File: config.mk
export PLATFORM = sky130hd
export DESIGN_NAME = usb_ep0_transaction_controller_flat
export DESIGN_NICKNAME = d
export VERILOG_FILES = /design/src/rtl/usb_ep0_transaction_controller_if.sv /design/src/rtl/usb_ep0_transaction_controller.sv /design/src/flat_wrapper.sv
export SDC_FILE = /design/constraint.sdc
export NUM_CORES = 1
export LEC_CHECK = 0
export ABC_AREA = 1
export CORE_UTILIZATION = 63
export DETAILED_ROUTE_END_ITERATION = 16
export DONT_BUFFER_PORTS = 1
export MAX_ROUTING_LAYER = met4
export PLACE_DENSITY = 0.77
export SETUP_SLACK_MARGIN = 0.5
export SYNTH_ARGS = -nofsm -noshare
export SYNTH_HDL_FRONTEND = slang
export SYNTH_SLANG_ARGS = --single-unit
File: constraint.sdc
create_clock -name clock -period 1.8 [get_ports clock]
set_input_delay 0.18 -clock clock [delete_from_list [all_inputs] [get_ports clock]]
set_output_delay 0.18 -clock clock [all_outputs]
set_load 0.02 [all_outputs]
File: src/rtl/usb_ep0_transaction_controller_if.sv
// EP0 transaction controller bus bundle.
// Groups the rx, tx and CPU-buffer handshake signals.
interface usb_ep0_transaction_controller_if;
  logic       rx_packet_valid;
  logic [3:0] rx_pid;
  logic [6:0] rx_addr;
  logic [3:0] rx_endp;
  logic       rx_ok;
  logic [6:0] rx_length;
  logic       tx_start;
  logic [3:0] tx_pid;
  logic [6:0] tx_length;
  logic       tx_done;
  logic       out_buffer_ready;
  logic       in_buffer_ready;
  logic [6:0] in_length;
  logic       setup_received;
  logic       out_received;
  logic [6:0] out_length;
  logic       in_complete;
  logic       busy;

  modport master (
    input  rx_packet_valid, rx_pid, rx_addr,
    input  rx_endp, rx_ok, rx_length,
    input  tx_done, out_buffer_ready,
    input  in_buffer_ready, in_length,
    output tx_start, tx_pid, tx_length,
    output setup_received, out_received,
    output out_length, in_complete, busy
  );

  modport slave (
    output rx_packet_valid, rx_pid, rx_addr,
    output rx_endp, rx_ok, rx_length,
    output tx_done, out_buffer_ready,
    output in_buffer_ready, in_length,
    input  tx_start, tx_pid, tx_length,
    input  setup_received, out_received,
    input  out_length, in_complete, busy
  );
endinterface

File: src/rtl/usb_ep0_transaction_controller.sv
// USB full-speed EP0 transaction sequencer.
// Token decode, DATA toggles, ACK/NAK choice, gap and timeout.
module usb_ep0_transaction_controller #(
  parameter int CLOCKS_PER_BIT = 4,
  parameter int GAP_BITS       = 2,
  parameter int TIMEOUT_BITS   = 18
) (
  input  logic       clock,
  input  logic       reset,
  input  logic       usb_bus_reset,
  input  logic [6:0] device_address,
  usb_ep0_transaction_controller_if.master bus
);

  localparam int GAP_CYC = GAP_BITS * CLOCKS_PER_BIT;
  localparam int TO_CYC  = TIMEOUT_BITS * CLOCKS_PER_BIT;
  localparam int CW      = $clog2(TO_CYC + 1);

  localparam logic [CW-1:0] TO_END  = CW'(TO_CYC);
  localparam logic [CW-1:0] GAP_END = CW'(GAP_CYC - 1);
  localparam logic [CW-1:0] ONE     = CW'(1);

  localparam logic [3:0] PID_OUT   = 4'b0001;
  localparam logic [3:0] PID_IN    = 4'b1001;
  localparam logic [3:0] PID_SETUP = 4'b1101;
  localparam logic [3:0] PID_DATA0 = 4'b0011;
  localparam logic [3:0] PID_DATA1 = 4'b1011;
  localparam logic [3:0] PID_ACK   = 4'b0010;
  localparam logic [3:0] PID_NAK   = 4'b1010;

  typedef enum logic [2:0] {
    IDLE,
    WAIT_DATA,
    GAP,
    SEND,
    WAIT_TX,
    WAIT_ACK
  } state_t;

  state_t        state, state_n;
  logic [CW-1:0] cnt, cnt_n;
  logic          kind_setup, kind_n;
  logic          out_tog, out_tog_n;
  logic          in_tog, in_tog_n;
  logic [3:0]    pid_q, pid_n;
  logic [6:0]    len_q, len_n;
  logic [6:0]    olen_q, olen_n;
  logic          setup_q, setup_n;
  logic          outrx_q, outrx_n;
  logic          inc_q, inc_n;
  logic          hs_go;
  logic [3:0]    hs_pid;

  logic rx_good, tok_match, is_data, rx_tog;

  assign rx_good   = bus.rx_packet_valid && bus.rx_ok;
  assign tok_match = rx_good
                  && bus.rx_addr == device_address
                  && bus.rx_endp == 4'd0;
  assign is_data   = bus.rx_pid == PID_DATA0
                  || bus.rx_pid == PID_DATA1;
  assign rx_tog    = bus.rx_pid == PID_DATA1;

  // Next-state, counter, toggle and event decisions
  always_comb begin
    state_n   = state;
    cnt_n     = cnt;
    kind_n    = kind_setup;
    out_tog_n = out_tog;
    in_tog_n  = in_tog;
    pid_n     = pid_q;
    len_n     = len_q;
    olen_n    = olen_q;
    setup_n   = 1'b0;
    outrx_n   = 1'b0;
    inc_n     = 1'b0;
    hs_go     = 1'b0;
    hs_pid    = PID_ACK;
    unique case (state)
      IDLE: begin
        if (tok_match) begin
          unique case (1'b1)
            bus.rx_pid == PID_SETUP: begin
              state_n = WAIT_DATA;
              kind_n  = 1'b1;
              cnt_n   = ONE;
            end
            bus.rx_pid == PID_OUT: begin
              state_n = WAIT_DATA;
              kind_n  = 1'b0;
              cnt_n   = ONE;
            end
            bus.rx_pid == PID_IN: begin
              state_n = GAP;
              cnt_n   = ONE;
              if (bus.in_buffer_ready) begin
                pid_n = in_tog ? PID_DATA1 : PID_DATA0;
                len_n = bus.in_length;
              end else begin
                pid_n = PID_NAK;
                len_n = 7'd0;
              end
            end
            default: ;
          endcase
        end
      end
      WAIT_DATA: begin
        if (bus.rx_packet_valid) begin
          state_n = IDLE;
          if (bus.rx_ok && is_data) begin
            if (kind_setup) begin
              if (!rx_tog) begin
                hs_go     = 1'b1;
                setup_n   = 1'b1;
                olen_n    = bus.rx_length;
                out_tog_n = 1'b1;
                in_tog_n  = 1'b1;
              end
            end else if (rx_tog != out_tog) begin
              hs_go = 1'b1;
            end else if (!bus.out_buffer_ready) begin
              hs_go  = 1'b1;
              hs_pid = PID_NAK;
            end else begin
              hs_go     = 1'b1;
              outrx_n   = 1'b1;
              olen_n    = bus.rx_length;
              out_tog_n = ~out_tog;
            end
          end
        end else if (cnt == TO_END) begin
          state_n = IDLE;
        end else begin
          cnt_n = cnt + ONE;
        end
      end
      GAP: begin
        if (cnt >= GAP_END) state_n = SEND;
        else cnt_n = cnt + ONE;
      end
      SEND: state_n = WAIT_TX;
      WAIT_TX: begin
        if (bus.tx_done) begin
          if (pid_q[1:0] == 2'b11) begin
            state_n = WAIT_ACK;
            cnt_n   = ONE;
          end else begin
            state_n = IDLE;
          end
        end
      end
      WAIT_ACK: begin
        if (bus.rx_packet_valid) begin
          state_n = IDLE;
          if (bus.rx_ok && bus.rx_pid == PID_ACK) begin
            in_tog_n = ~in_tog;
            inc_n    = 1'b1;
          end
        end else if (cnt == TO_END) begin
          state_n = IDLE;
        end else begin
          cnt_n = cnt + ONE;
        end
      end
      default: state_n = IDLE;
    endcase
    if (hs_go) begin
      state_n = GAP;
      cnt_n   = ONE;
      pid_n   = hs_pid;
      len_n   = 7'd0;
    end
  end

  // State and output registers; bus reset clears like hard reset
  always_ff @(posedge clock or posedge reset) begin
    if (reset) begin
      state      <= IDLE;
      cnt        <= '0;
      kind_setup <= 1'b0;
      out_tog    <= 1'b0;
      in_tog     <= 1'b0;
      pid_q      <= 4'd0;
      len_q      <= 7'd0;
      olen_q     <= 7'd0;
      setup_q    <= 1'b0;
      outrx_q    <= 1'b0;
      inc_q      <= 1'b0;
    end else if (usb_bus_reset) begin
      state      <= IDLE;
      cnt        <= '0;
      kind_setup <= 1'b0;
      out_tog    <= 1'b0;
      in_tog     <= 1'b0;
      pid_q      <= 4'd0;
      len_q      <= 7'd0;
      olen_q     <= 7'd0;
      setup_q    <= 1'b0;
      outrx_q    <= 1'b0;
      inc_q      <= 1'b0;
    end else begin
      state      <= state_n;
      cnt        <= cnt_n;
      kind_setup <= kind_n;
      out_tog    <= out_tog_n;
      in_tog     <= in_tog_n;
      pid_q      <= pid_n;
      len_q      <= len_n;
      olen_q     <= olen_n;
      setup_q    <= setup_n;
      outrx_q    <= outrx_n;
      inc_q      <= inc_n;
    end
  end

  assign bus.tx_start       = state == SEND;
  assign bus.busy           = state != IDLE;
  assign bus.tx_pid         = pid_q;
  assign bus.tx_length      = len_q;
  assign bus.out_length     = olen_q;
  assign bus.setup_received = setup_q;
  assign bus.out_received   = outrx_q;
  assign bus.in_complete    = inc_q;

endmodule

File: src/flat_wrapper.sv
// flat-port wrapper written by rule: the top's interface ports become plain ports
module usb_ep0_transaction_controller_flat 
#(
  parameter int CLOCKS_PER_BIT = 4,
  parameter int GAP_BITS       = 2,
  parameter int TIMEOUT_BITS   = 18
)
  (clock, reset, usb_bus_reset, device_address, bus_rx_packet_valid, bus_rx_pid, bus_rx_addr, bus_rx_endp, bus_rx_ok, bus_rx_length, bus_tx_done, bus_out_buffer_ready, bus_in_buffer_ready, bus_in_length, bus_tx_start, bus_tx_pid, bus_tx_length, bus_setup_received, bus_out_received, bus_out_length, bus_in_complete, bus_busy);
  usb_ep0_transaction_controller_if bus_i ();
  input  logic clock;
  input  logic reset;
  input  logic usb_bus_reset;
  input  logic [6:0] device_address;
  input wire logic [$bits(bus_i.rx_packet_valid)-1:0] bus_rx_packet_valid;
  input wire logic [$bits(bus_i.rx_pid)-1:0] bus_rx_pid;
  input wire logic [$bits(bus_i.rx_addr)-1:0] bus_rx_addr;
  input wire logic [$bits(bus_i.rx_endp)-1:0] bus_rx_endp;
  input wire logic [$bits(bus_i.rx_ok)-1:0] bus_rx_ok;
  input wire logic [$bits(bus_i.rx_length)-1:0] bus_rx_length;
  input wire logic [$bits(bus_i.tx_done)-1:0] bus_tx_done;
  input wire logic [$bits(bus_i.out_buffer_ready)-1:0] bus_out_buffer_ready;
  input wire logic [$bits(bus_i.in_buffer_ready)-1:0] bus_in_buffer_ready;
  input wire logic [$bits(bus_i.in_length)-1:0] bus_in_length;
  output wire logic [$bits(bus_i.tx_start)-1:0] bus_tx_start;
  output wire logic [$bits(bus_i.tx_pid)-1:0] bus_tx_pid;
  output wire logic [$bits(bus_i.tx_length)-1:0] bus_tx_length;
  output wire logic [$bits(bus_i.setup_received)-1:0] bus_setup_received;
  output wire logic [$bits(bus_i.out_received)-1:0] bus_out_received;
  output wire logic [$bits(bus_i.out_length)-1:0] bus_out_length;
  output wire logic [$bits(bus_i.in_complete)-1:0] bus_in_complete;
  output wire logic [$bits(bus_i.busy)-1:0] bus_busy;
  assign bus_i.rx_packet_valid = bus_rx_packet_valid;
  assign bus_i.rx_pid = bus_rx_pid;
  assign bus_i.rx_addr = bus_rx_addr;
  assign bus_i.rx_endp = bus_rx_endp;
  assign bus_i.rx_ok = bus_rx_ok;
  assign bus_i.rx_length = bus_rx_length;
  assign bus_i.tx_done = bus_tx_done;
  assign bus_i.out_buffer_ready = bus_out_buffer_ready;
  assign bus_i.in_buffer_ready = bus_in_buffer_ready;
  assign bus_i.in_length = bus_in_length;
  assign bus_tx_start = bus_i.tx_start;
  assign bus_tx_pid = bus_i.tx_pid;
  assign bus_tx_length = bus_i.tx_length;
  assign bus_setup_received = bus_i.setup_received;
  assign bus_out_received = bus_i.out_received;
  assign bus_out_length = bus_i.out_length;
  assign bus_in_complete = bus_i.in_complete;
  assign bus_busy = bus_i.busy;
  usb_ep0_transaction_controller #(.CLOCKS_PER_BIT(CLOCKS_PER_BIT), .GAP_BITS(GAP_BITS), .TIMEOUT_BITS(TIMEOUT_BITS)) u_core (.clock(clock), .reset(reset), .usb_bus_reset(usb_bus_reset), .device_address(device_address), .bus(bus_i));
endmodule
==> results by group <==
Drt
  – Final ANT Viol Nets: 0
  – Vias per cell: 5.90
  – Routed length per instance: approximately 16 µm
  – First drt pass iteration count: 8
  – Routed vias: 2549
  – DRC viols: 0
  – Iteration-0 DRC Markers: 293
  – Total Wirelength: 6930 µm

Worst hold path
  – WHS Path Cells: 1
  – Hold path endpoint: u_core.bus.tx_pid[1]
  – Hold_sp: usb_bus_reset
  – Min-Delay Path Class: input pin to flop

CTS
  – Total CTS buffers: 5
  – Root buf cell: clkbuf_4
  – CTS tree: yes
  – Clk_lat worst skew: ~0.35 ns
  – Clock Sinks: 33
  – CTS Hold Bufs: 8
  – Max clock buf depth: 2
  – H-Tree Depth: 2
  – Reg clk slew, reported paths: ~0.13 ns

Critical path
  – Worst path cell trace: ha_2 > nand2_2 > buf_4 > buf_4 > inv_1 > nand4_1 > nand2_1 > nand2_1 > nor2_1 > nand4_1 > nand2_1
  – R2R cell count: 11
  – Crit. End Element: flop
  – Max incr delay on CP: 0.42 ns
  – Critical path class: flop to flop
  – Crit path max-delay cell type: dfrtp_1
  – CP max FO: 3
  – Crit start category: flop
  – FF-to-FF setup slack: 0.0009 ns
  – R2r endpoint: u_core.cnt[6]
  – Most frequent CP cell: nand2_1
  – Required time worst endpoint: around 2.1 ns
  – Worst reg2reg path startpoint: u_core.cnt[1]
  – Arrival time at the worst endpoint: 2.09 ns

Place
  – Placer Congestion: 0.941
  – DP Area: 2400 µm²
  – IO buf count: 0
  – DP HPWL: 3910 µm
  – Dpl cells: 395
  – Setup WS pre-CTS: 0.0745 ns

Timing
  – Crit path time final: 1.80 ns
  – Fin Hold WS: -0.131 ns
  – Final hold vios: 9
  – Slew headroom: 62.2%
  – Max Freq: 0.556 GHz
  – RSZ-0062 raised after global routing: true
  – Worst-Margin Slew: 0.567 ns
  – Clock Skew: 0.0174 ns
  – Final setup vio count: 0
  – Worst setup margin: 0.000950 ns
  – Final Max Slew Viols: 0
  – Period utilization: 99.9%

Floorplan
  – Die width: 62.5 µm
  – Core area: 3420 µm²
  – Rows: 21
  – Die Y: 62.5 µm
  – # IOs: 67
  – Die area: 3900 µm²
  – Starting density of the core: 67.5%

Status
  – Failing checks: negative hold slack
  – Status: finished, violations left

Logic synthesis
  – EDFF count, synth: 0
  – Post-Syn Area: 2300 µm²
  – Yosys Warn Count: 0
  – Synthesized Nets: 398
  – Async SR Flop Fraction: 100%
  – Distinct cells, synth: 30
  – Register area share after synthesis: 35.8%
  – Synth Register Bits: 33
  – Mapped Cells: 352
  – Ys flop type: dfrtp_1
  – Mapped Avg Cell Area: between 6 and 7 µm²

Power and ir drop
  – VDD IR-drop max: about 0.0007 V
  – Leak pwr: 1.54 nW
  – Cell Pwr Density: 654 nW/µm²

Layout
  – Share of cells above drive strength 1: 23.1%
  – Register Area: 830 µm²
  – Commonest non-fill, non-tap cell in the layout: nand2_1
  – Ant. Diodes: 0
  – Final Instance Area: between 2000 and 3000 µm²
  – P&R area growth vs syn: 26.2%
  – Commonest cells after routing, fill and taps aside: nand2_1 (119), inv_1 (36), nor2_1 (30), dfrtp_1 (30), nand3_1 (23)
  – Fin nets: around 430
  – Fill count: 211
  – Layout Cells excl Fill: 432
  – Area occupied by multi-input gates: 1460 µm²

GRT
  – Largest net degree at the start of global routing: 34
  – Vias in the first global route: between 2k and 2.5k
  – Global-route wire length before repair: 10600 µm
  – Initial antenna violation count: 0
  – GRT Resource Usage Total: 35.5%
  – Overflow after GRT: 0

Job
  – Max-Cap Viols: 0
[per-stage QoR]
stage                     hold slack [ns]  util (%)  power, mW  setup TNS (ns)
after floorplan                     0.290         -       1.12               0
after global placement              0.179      70.4       1.16               0
after detailed placement            0.185      70.4       1.16               0
after CTS                          -0.106      81.2       1.82               0
after global routing               -0.151      85.1       1.98          -0.113
final                              -0.131      85.1       1.90               0
[area by class of cell]
| class | instances | share of cell area, % |
|---|---|---|
| timing repair buffer | 36 | 10.9 |
| multi-input combinational | 268 | 50.2 |
| clock inverter | 2 | 1.29 |
| clock buffer | 6 | 1.76 |
| inverter | 41 | 5.29 |
| tap | 46 | 1.98 |
| sequential | 33 | 28.5 |
[Yosys cell counts (2+ instances only)]
cell	n	area share, %
nor3_1	12	2.6
nor4_1	2	0.54
nand3b_1	2	0.65
nand2_2	3	0.81
nand3_4	2	1.5
buf_4	2	0.65
inv_2	2	0.33
buf_2	4	0.87
nand4_1	16	4.3
clkbuf_1	3	0.49
nor2_1	35	5.7
dfrtp_1	33	36
ha_1	2	1.1
nor2_4	3	1.5
inv_1	39	6.4
nand2_1	129	21
a21oi_1	8	1.7
o21ai_0	4	0.87
xnor2_1	3	1.1
nand3_1	36	7.8
buf_1	2	0.33
a31oi_1	2	0.54
[critical path: cells and delay by family (launching register included)]
kind | cells | cell delay, ns
buffers and inverters | 3 | 0.31
adder cells (fa/ha/maj) | 1 | 0.22
AND/OR/NAND/NOR | 7 | 0.80
flip-flops | 1 | 0.42
[registers in the layout, indices dropped and copies added, names as in the netlist, 3 cells and up]
name	cells
u_core.state	3
u_core.cnt	7
u_core.bus.tx_length	7
u_core.bus.tx_pid	3
u_core.bus.out_length	7
[what timing repair did]
| item | CTS | global route |
|---|---|---|
| gates resized for setup | 25 | 16 |
| buffers inserted | 14 | 6 |
| hold endpoints to repair | 46 | 8 |
| pin swaps | 19 | 8 |
| setup endpoints to repair | 31 | 31 |
| cloned | 1 | 0 |
[power by group]
| group | total, mW | internal [mW] | switching (mW) |
|---|---|---|---|
| clock | 0.616 | 0.330 | 0.286 |
| sequential | 0.833 | 0.776 | 0.0575 |
| combinational | 0.452 | 0.179 | 0.273 |
[cells by family (layout without fill, tap and decap cells)]
logic type	Yosys count	in the layout	synth area share (%)
buf+inv	52	85	9.01
xor+xnor	4	4	1.52
flops	33	33	35.8
compound gates	16	16	4.07
simple gates	244	245	48.3
fa+ha+maj	2	2	1.09
other cells	1	1	0.163
[layer usage]
metal | up-vias | global-route usage, % | wire length, µm
li1 | 1190 | - | -
met1 | 1172 | 40.9 | 2620
met2 | 157 | 62.2 | 3510
met3 | 30 | 8.58 | 557
met4 | 0 | 7.85 | 242
met5 | - | - | 0
[worst max path at each step]
stage	start	endpoint	slack (ns)	cells past startpoint
after floorplan	u_core.cnt[0]	u_core.cnt[2]	0.25	11
after global placement	u_core.cnt[0]	u_core.cnt[4]	0.14	11
after detailed placement	u_core.cnt[1]	u_core.cnt[2]	0.07	11
after CTS	u_core.cnt[1]	u_core.cnt[2]	0.1	11
after global routing	u_core.cnt[0]	u_core.cnt[6]	-0.04	11
final	u_core.cnt[1]	u_core.cnt[6]	0.0009	11
Power figures use the tool's default switching activity.
